## src/rtl/ram_burst_master_if.sv

```systemverilog
// Command, write-data, read-data and RAM-port bundle for ram_burst_master.
interface ram_burst_master_if #(
    parameter int Data_width = 32,
    parameter int Addr_width = 7
);
    logic                  cmd_valid;
    logic                  cmd_ready;
    logic                  cmd_write;
    logic [Addr_width-1:0] cmd_addr;
    logic [Addr_width-1:0] cmd_len;
    logic                  wr_valid;
    logic                  wr_ready;
    logic [Data_width-1:0] wr_data;
    logic                  rd_valid;
    logic                  rd_ready;
    logic [Data_width-1:0] rd_data;
    logic                  mem_we;
    logic [Addr_width-1:0] mem_addr;
    logic [Data_width-1:0] mem_d;
    logic [Data_width-1:0] mem_q;

    modport master (
        input  cmd_valid, cmd_write, cmd_addr, cmd_len,
        output cmd_ready,
        input  wr_valid, wr_data,
        output wr_ready,
        output rd_valid, rd_data,
        input  rd_ready,
        output mem_we, mem_addr, mem_d,
        input  mem_q
    );

    modport slave (
        output cmd_valid, cmd_write, cmd_addr, cmd_len,
        input  cmd_ready,
        output wr_valid, wr_data,
        input  wr_ready,
        input  rd_valid, rd_data,
        output rd_ready,
        input  mem_we, mem_addr, mem_d,
        output mem_q
    );
endinterface

```

## src/rtl/ram_burst_master.sv

```systemverilog
// Burst read/write initiator for a single-port async-read RAM.
// Optional XOR burst checksum on chk when RAM_BURST_CHECKSUM_EN is defined.
module ram_burst_master #(
    parameter int Data_width = 32,
    parameter int Addr_width = 7
) (
    input  logic                  clk,
    input  logic                  reset,
    ram_burst_master_if.master    bus,
    output logic                  busy,
    output logic                  done,
    output logic [Data_width-1:0] chk
);
    typedef enum logic [1:0] {IDLE, WRITE, READ, DRAIN} state_t;

    localparam logic [Addr_width-1:0] One = Addr_width'(1);

    state_t                state, state_nxt;
    logic [Addr_width-1:0] addr_r, addr_nxt;
    logic [Addr_width-1:0] cnt_r, cnt_nxt;
    logic                  rd_valid_r, rd_valid_nxt;
    logic [Data_width-1:0] rd_data_r, rd_data_nxt;
    logic                  done_r, done_nxt;
    logic                  capture;

    assign capture = (state == READ) && (!rd_valid_r || bus.rd_ready);

    always_ff @(posedge clk) begin
        if (reset) begin
            state      <= IDLE;
            addr_r     <= '0;
            cnt_r      <= '0;
            rd_valid_r <= 1'b0;
            rd_data_r  <= '0;
            done_r     <= 1'b0;
        end else begin
            state      <= state_nxt;
            addr_r     <= addr_nxt;
            cnt_r      <= cnt_nxt;
            rd_valid_r <= rd_valid_nxt;
            rd_data_r  <= rd_data_nxt;
            done_r     <= done_nxt;
        end
    end

    always_comb begin
        state_nxt     = state;
        addr_nxt      = addr_r;
        cnt_nxt       = cnt_r;
        rd_valid_nxt  = rd_valid_r;
        rd_data_nxt   = rd_data_r;
        done_nxt      = 1'b0;
        bus.cmd_ready = 1'b0;
        bus.wr_ready  = 1'b0;
        bus.mem_we    = 1'b0;
        bus.mem_d     = '0;
        bus.mem_addr  = addr_r;
        unique case (state)
            IDLE: begin
                bus.cmd_ready = 1'b1;
                if (bus.cmd_valid) begin
                    addr_nxt  = bus.cmd_addr;
                    cnt_nxt   = bus.cmd_len;
                    state_nxt = bus.cmd_write ? WRITE : READ;
                end
            end
            WRITE: begin
                bus.wr_ready = 1'b1;
                // A beat in the reset cycle must not reach the RAM
                bus.mem_we   = bus.wr_valid && !reset;
                bus.mem_d    = bus.wr_data;
                if (bus.wr_valid) begin
                    addr_nxt = addr_r + One;
                    cnt_nxt  = cnt_r - One;
                    if (cnt_r == '0) begin
                        state_nxt = IDLE;
                        done_nxt  = 1'b1;
                    end
                end
            end
            READ: begin
                if (capture) begin
                    rd_data_nxt  = bus.mem_q;
                    rd_valid_nxt = 1'b1;
                    addr_nxt     = addr_r + One;
                    cnt_nxt      = cnt_r - One;
                    if (cnt_r == '0) state_nxt = DRAIN;
                end
            end
            DRAIN: begin
                if (bus.rd_ready) begin
                    rd_valid_nxt = 1'b0;
                    state_nxt    = IDLE;
                    done_nxt     = 1'b1;
                end
            end
            default: state_nxt = IDLE;
        endcase
    end

    assign bus.rd_valid = rd_valid_r;
    assign bus.rd_data  = rd_data_r;
    assign busy         = (state != IDLE);
    assign done         = done_r;

`ifdef RAM_BURST_CHECKSUM_EN
    logic [Data_width-1:0] chk_r;

    always_ff @(posedge clk) begin
        if (reset) begin
            chk_r <= '0;
        end else if (state == IDLE && bus.cmd_valid) begin
            chk_r <= '0;
        end else if (state == WRITE && bus.wr_valid) begin
            chk_r <= chk_r ^ bus.wr_data;
        end else if (capture) begin
            chk_r <= chk_r ^ bus.mem_q;
        end
    end

    assign chk = chk_r;
`else
    assign chk = '0;
`endif
endmodule
```

## src/flat_wrapper.sv

```systemverilog
// flat-port wrapper written by rule: the top's interface ports become plain ports
module ram_burst_master_flat 
#(
    parameter int Data_width = 32,
    parameter int Addr_width = 7
)
  (clk, reset, busy, done, chk, bus_cmd_valid, bus_cmd_write, bus_cmd_addr, bus_cmd_len, bus_cmd_ready, bus_wr_valid, bus_wr_data, bus_wr_ready, bus_rd_valid, bus_rd_data, bus_rd_ready, bus_mem_we, bus_mem_addr, bus_mem_d, bus_mem_q);
  ram_burst_master_if #(.Data_width(Data_width), .Addr_width(Addr_width)) bus_i ();
  input  logic clk;
  input  logic reset;
  output logic busy;
  output logic done;
  output logic [Data_width-1:0] chk;
  input wire logic [$bits(bus_i.cmd_valid)-1:0] bus_cmd_valid;
  input wire logic [$bits(bus_i.cmd_write)-1:0] bus_cmd_write;
  input wire logic [$bits(bus_i.cmd_addr)-1:0] bus_cmd_addr;
  input wire logic [$bits(bus_i.cmd_len)-1:0] bus_cmd_len;
  output wire logic [$bits(bus_i.cmd_ready)-1:0] bus_cmd_ready;
  input wire logic [$bits(bus_i.wr_valid)-1:0] bus_wr_valid;
  input wire logic [$bits(bus_i.wr_data)-1:0] bus_wr_data;
  output wire logic [$bits(bus_i.wr_ready)-1:0] bus_wr_ready;
  output wire logic [$bits(bus_i.rd_valid)-1:0] bus_rd_valid;
  output wire logic [$bits(bus_i.rd_data)-1:0] bus_rd_data;
  input wire logic [$bits(bus_i.rd_ready)-1:0] bus_rd_ready;
  output wire logic [$bits(bus_i.mem_we)-1:0] bus_mem_we;
  output wire logic [$bits(bus_i.mem_addr)-1:0] bus_mem_addr;
  output wire logic [$bits(bus_i.mem_d)-1:0] bus_mem_d;
  input wire logic [$bits(bus_i.mem_q)-1:0] bus_mem_q;
  assign bus_i.cmd_valid = bus_cmd_valid;
  assign bus_i.cmd_write = bus_cmd_write;
  assign bus_i.cmd_addr = bus_cmd_addr;
  assign bus_i.cmd_len = bus_cmd_len;
  assign bus_cmd_ready = bus_i.cmd_ready;
  assign bus_i.wr_valid = bus_wr_valid;
  assign bus_i.wr_data = bus_wr_data;
  assign bus_wr_ready = bus_i.wr_ready;
  assign bus_rd_valid = bus_i.rd_valid;
  assign bus_rd_data = bus_i.rd_data;
  assign bus_i.rd_ready = bus_rd_ready;
  assign bus_mem_we = bus_i.mem_we;
  assign bus_mem_addr = bus_i.mem_addr;
  assign bus_mem_d = bus_i.mem_d;
  assign bus_i.mem_q = bus_mem_q;
  ram_burst_master #(.Data_width(Data_width), .Addr_width(Addr_width)) u_core (.clk(clk), .reset(reset), .bus(bus_i), .busy(busy), .done(done), .chk(chk));
endmodule
```

## config.mk

```make
export PLATFORM = sky130hd
export DESIGN_NAME = ram_burst_master_flat
export DESIGN_NICKNAME = d
export VERILOG_FILES = /design/src/rtl/ram_burst_master_if.sv /design/src/rtl/ram_burst_master.sv /design/src/flat_wrapper.sv
export SDC_FILE = /design/constraint.sdc
export NUM_CORES = 1
export LEC_CHECK = 0
export CAP_MARGIN = 20
export CORE_MARGIN = 5
export CORE_UTILIZATION = 57
export DETAILED_ROUTE_END_ITERATION = 16
export DONT_BUFFER_PORTS = 1
export PLACE_DENSITY = 0.76
export SLEW_MARGIN = 20
export SYNTH_ARGS = -nofsm -noshare
export SYNTH_HDL_FRONTEND = slang
export SYNTH_SLANG_ARGS = --single-unit
```

## constraint.sdc

```tcl
create_clock -name clk -period 1.6 [get_ports clk]
set_input_delay 0 -clock clk [delete_from_list [all_inputs] [get_ports clk]]
set_output_delay 0 -clock clk [all_outputs]
set_load 0.005 [all_outputs]
```

==> impl_summary.log <==
INFO  metric run_status = finished, violations left
INFO  metric failed_checks = negative setup slack
INFO  metric highest_ir_drop_seen_on_vdd = 0.00119 V
INFO  metric vias = 2,659
INFO  metric drive_above_1_share = 19.4%
INFO  metric worst_hold_path_stage_count = 2
INFO  metric postLayoutCoreUtil = 77.1%
INFO  metric seq_area_frac_synth = 36.3%
INFO  metric postSynthCellCount = 359
INFO  metric numClockSinks = 50
INFO  metric dieWidth = 79.5 um
INFO  metric worst_slew_pin_slew = 579 ps
INFO  metric drt-pass1-iter-count = 4
INFO  metric timing.final.crit_share = 103%
INFO  metric yosysUniqueCellTypes = 45
INFO  metric post_synth_mux_area_share = 1.14%
INFO  metric type_of_the_tightest_min_delay_check = input pin to register
INFO  metric via_count_of_the_first_global_routing_pass = 2,549
INFO  metric drt_iter0_drc = 196
INFO  metric path_class = register to register
INFO  metric drt-total-wl = 9090 um
INFO  metric clkTransAtPathRegs = 90 ps
INFO  metric final_report_max_slew_violation_count = 0
INFO  metric track_usage = 25.7%
INFO  metric cp_max_fo = 5
INFO  metric grt_antenna_before_repair = 0
INFO  metric fp.dieH = 79.5 um
INFO  metric syn_to_final_growth = 32.2%
INFO  metric data_arrival_time_at_the_worst_slack_endpoint = 1840 ps
INFO  metric relSlewSlack = 61.0%
INFO  metric synth_top_flop_cell = sky130_fd_sc_hd__dfxtp_1
INFO  metric worst_hold_slack = 28.6 ps
INFO  metric peak_per_stage_delay_on_the_critical_path = 350 ps
INFO  metric rsz0062_at_grt = true
INFO  metric filler_cell_count = 320
INFO  metric cp.required = 1780 ps
INFO  metric coreArea = 4720 um2
INFO  metric synth_async_sr_flop_share = 0%
INFO  metric cts_root_buf = sky130_fd_sc_hd__clkbuf_8
INFO  metric routedWlPerCell = 18.6 um
INFO  metric synth_fa_ha_area_share = 3.63%
INFO  metric worstSetupEndpointType = register
INFO  metric crit_family = buffers and inverters
INFO  metric ys.warnings.count = 0
INFO  metric totalNegativeSetupSlack = -199 ps
INFO  metric synth-compound-area-share = 17.5%
INFO  metric final_critical_path_required_period = 1660 ps
INFO  metric post_synth_and_or_nand_nor_area_fraction = 27.2%
INFO  metric ys_ff_latch = 50
INFO  metric drtAntennaViolNets = 0
INFO  metric dpl.cell_count = 430
INFO  metric setup-violations-final = 10
INFO  metric reg2regPathDepth = 8
INFO  metric synth_enable_flop_cells = 0
INFO  metric reg2reg_slack = -60 ps
INFO  metric start_kind = register
INFO  metric design.die.area = 6320 um2
INFO  metric cellPowerDensity = 1660 nW/um2
INFO  metric hpwl = 5600 um
INFO  metric ios = 193
INFO  metric setup_slack = -55.8 ps
INFO  metric grt_first_pass_wirelength = 13,000 um
INFO  metric worstReg2RegStart = u_core.state[1]
INFO  metric drc = 0
INFO  metric finalNetCount = 514
INFO  metric multi_input_comb_area = 1620 um2
INFO  metric finish.cell_count_without_fillers = 490
INFO  metric path_common_cell = sky130_fd_sc_hd__buf_6
INFO  metric syn-cell-area = 2760 um2
INFO  metric global_route.overflow_total = 0
INFO  metric layout.cells.most_common = sky130_fd_sc_hd__nand2_1
INFO  metric timing.max_cap.violations = 0
INFO  metric cts-buffers-inserted = 5
INFO  metric critical_path.slowest_cell = sky130_fd_sc_hd__dfxtp_2
INFO  metric layout.cells.most_common_list = sky130_fd_sc_hd__nand2_1, sky130_fd_sc_hd__dfxtp_1, sky130_fd_sc_hd__a21oi_1, sky130_fd_sc_hd__dlygate4sd3_1, sky130_fd_sc_hd__and2_1
INFO  metric synth_xor_area_share = 0%
INFO  metric cts_tree = built
INFO  metric htree_num_levels = 2
INFO  metric totalPowerFinal = 6.03 mW
INFO  metric syn-mean-instance-area = 7.67 um2
INFO  metric min_from = reset
INFO  metric worstReg2RegEnd = u_core.bus.mem_addr[2]
INFO  metric hold_violations = 0
INFO  metric grt_max_degree = 52
INFO  metric maxClockFrequency = 604 MHz
INFO  metric cp.buffers_inverters = 3
INFO  metric clock_path_buffers = 2
INFO  metric port-buffer-count = 0
INFO  metric std_cell_rows = 25
INFO  metric path_cells = buf_6 > ha_4 > nand3b_1 > buf_4 > nand4b_1 > buf_6 > o21ai_2 > a21oi_1
INFO  metric seq_area = 1010 um2
INFO  metric clock_insertion_delay_worst_skew = 300 ps
INFO  metric antenna_cells_inserted = 0
INFO  metric largest_family_of_logic_cells_by_synthesized_area = simple AND/OR/NAND/NOR gates
INFO  metric drt-vias-per-instance = 5.43
INFO  metric gpl.final_weighted_congestion = 0.831
INFO  metric p_leak = 1.45 nW
INFO  metric clock_skew = 5.57 ps
INFO  metric initial_utilization = 58.3%
INFO  metric hold_path_end = u_core.bus.mem_addr[3]
==> worst max path at each step <==
stage,slack [ps],end,cells past startpoint,from
global route,-110,u_core.bus.mem_addr[2],8,u_core.state[1]
global placement,-110,u_core.cnt_r[0],6,u_core.state[0]
CTS,1,u_core.cnt_r[0],6,u_core.state[1]
floorplan,100,u_core.cnt_r[0],7,u_core.state[1]
finish,-60,u_core.bus.mem_addr[2],8,u_core.state[1]
detailed placement,-170,u_core.cnt_r[0],6,u_core.state[0]
==> per-layer routing <==
metal  global-route usage [%]  wire length [um]
met2                     43.7              4700
met1                     31.2              3470
met3                     8.01               752
met4                     7.22               167
met5                        0                 0
==> cells by family (layout without fill, tap and decap cells) <==
family | Yosys count | in the layout
fa+ha+maj | 8 | 8
other cells | 1 | 32
flops | 50 | 50
mux | 3 | 3
simple gates | 152 | 153
buf+inv | 63 | 95
compound gates | 82 | 82
==> flip-flops by register name (all words and copies together) (netlist names) <==
signal,count
u_core.bus.rd_data,32
u_core.state,2
u_core.bus.rd_valid,1
u_core.cnt_r,7
u_core.bus.mem_addr,7
u_core.done,1
==> synth_stat cells, types with 2 or more instances <==
library cell                count  area (um2)
sky130_fd_sc_hd__and4b_1        3        30.0
sky130_fd_sc_hd__ha_1           8         100
sky130_fd_sc_hd__o2bb2ai_1      3        26.3
sky130_fd_sc_hd__o21ai_0       16        80.1
sky130_fd_sc_hd__buf_4         32         240
sky130_fd_sc_hd__a211oi_1       6        45.0
sky130_fd_sc_hd__nor2b_1        5        31.3
sky130_fd_sc_hd__mux2i_1        2        20.0
sky130_fd_sc_hd__dfxtp_1       50        1000
sky130_fd_sc_hd__a211oi_2       2        25.0
sky130_fd_sc_hd__nand2b_1       3        18.8
sky130_fd_sc_hd__and3_1         2        12.5
sky130_fd_sc_hd__nand3_1        3        15.0
sky130_fd_sc_hd__clkbuf_1       9        33.8
sky130_fd_sc_hd__inv_1          9        33.8
sky130_fd_sc_hd__and2_1        34         213
sky130_fd_sc_hd__buf_2          9        45.0
sky130_fd_sc_hd__nand4_1        3        18.8
sky130_fd_sc_hd__nand2_1       79         297
sky130_fd_sc_hd__a21oi_1       47         235
sky130_fd_sc_hd__nor2_1        10        37.5
==> power by group <==
group          total [mW]  switching (mW)  internal [mW]  leakage, nW
Combinational        3.19            1.74           1.45        0.983
Sequential           1.91           0.337           1.57        0.410
Clock               0.941           0.426          0.515       0.0618
==> through the flow <==
step,instance area (um2),setup slack [ps]
after floorplan,2870,99.4
after global placement,2830,-106
after detailed placement,2830,-168
after CTS,3460,1.16
after global routing,3640,-106
final,3640,-55.8
==> area by class of cell <==
type,count,share of cell area (%)
flip-flops and latches,50,27.6
well taps,67,2.30
inverters,9,0.996
clock inverters,2,1.06
multi-input cells,278,44.5
clock buffers,6,2.27
repair buffers,78,21.2
==> timing repair <==
action                                  CTS  global route
setup buffers                             1             4
gates cloned                              1             1
endpoints found under the setup margin   13            17
hold buffers                             45             0
pin swaps                                 4            17
hold endpoints to repair                 50             0
resized for setup                        10            50
No activity file was read; power rests on OpenSTA's default activity.
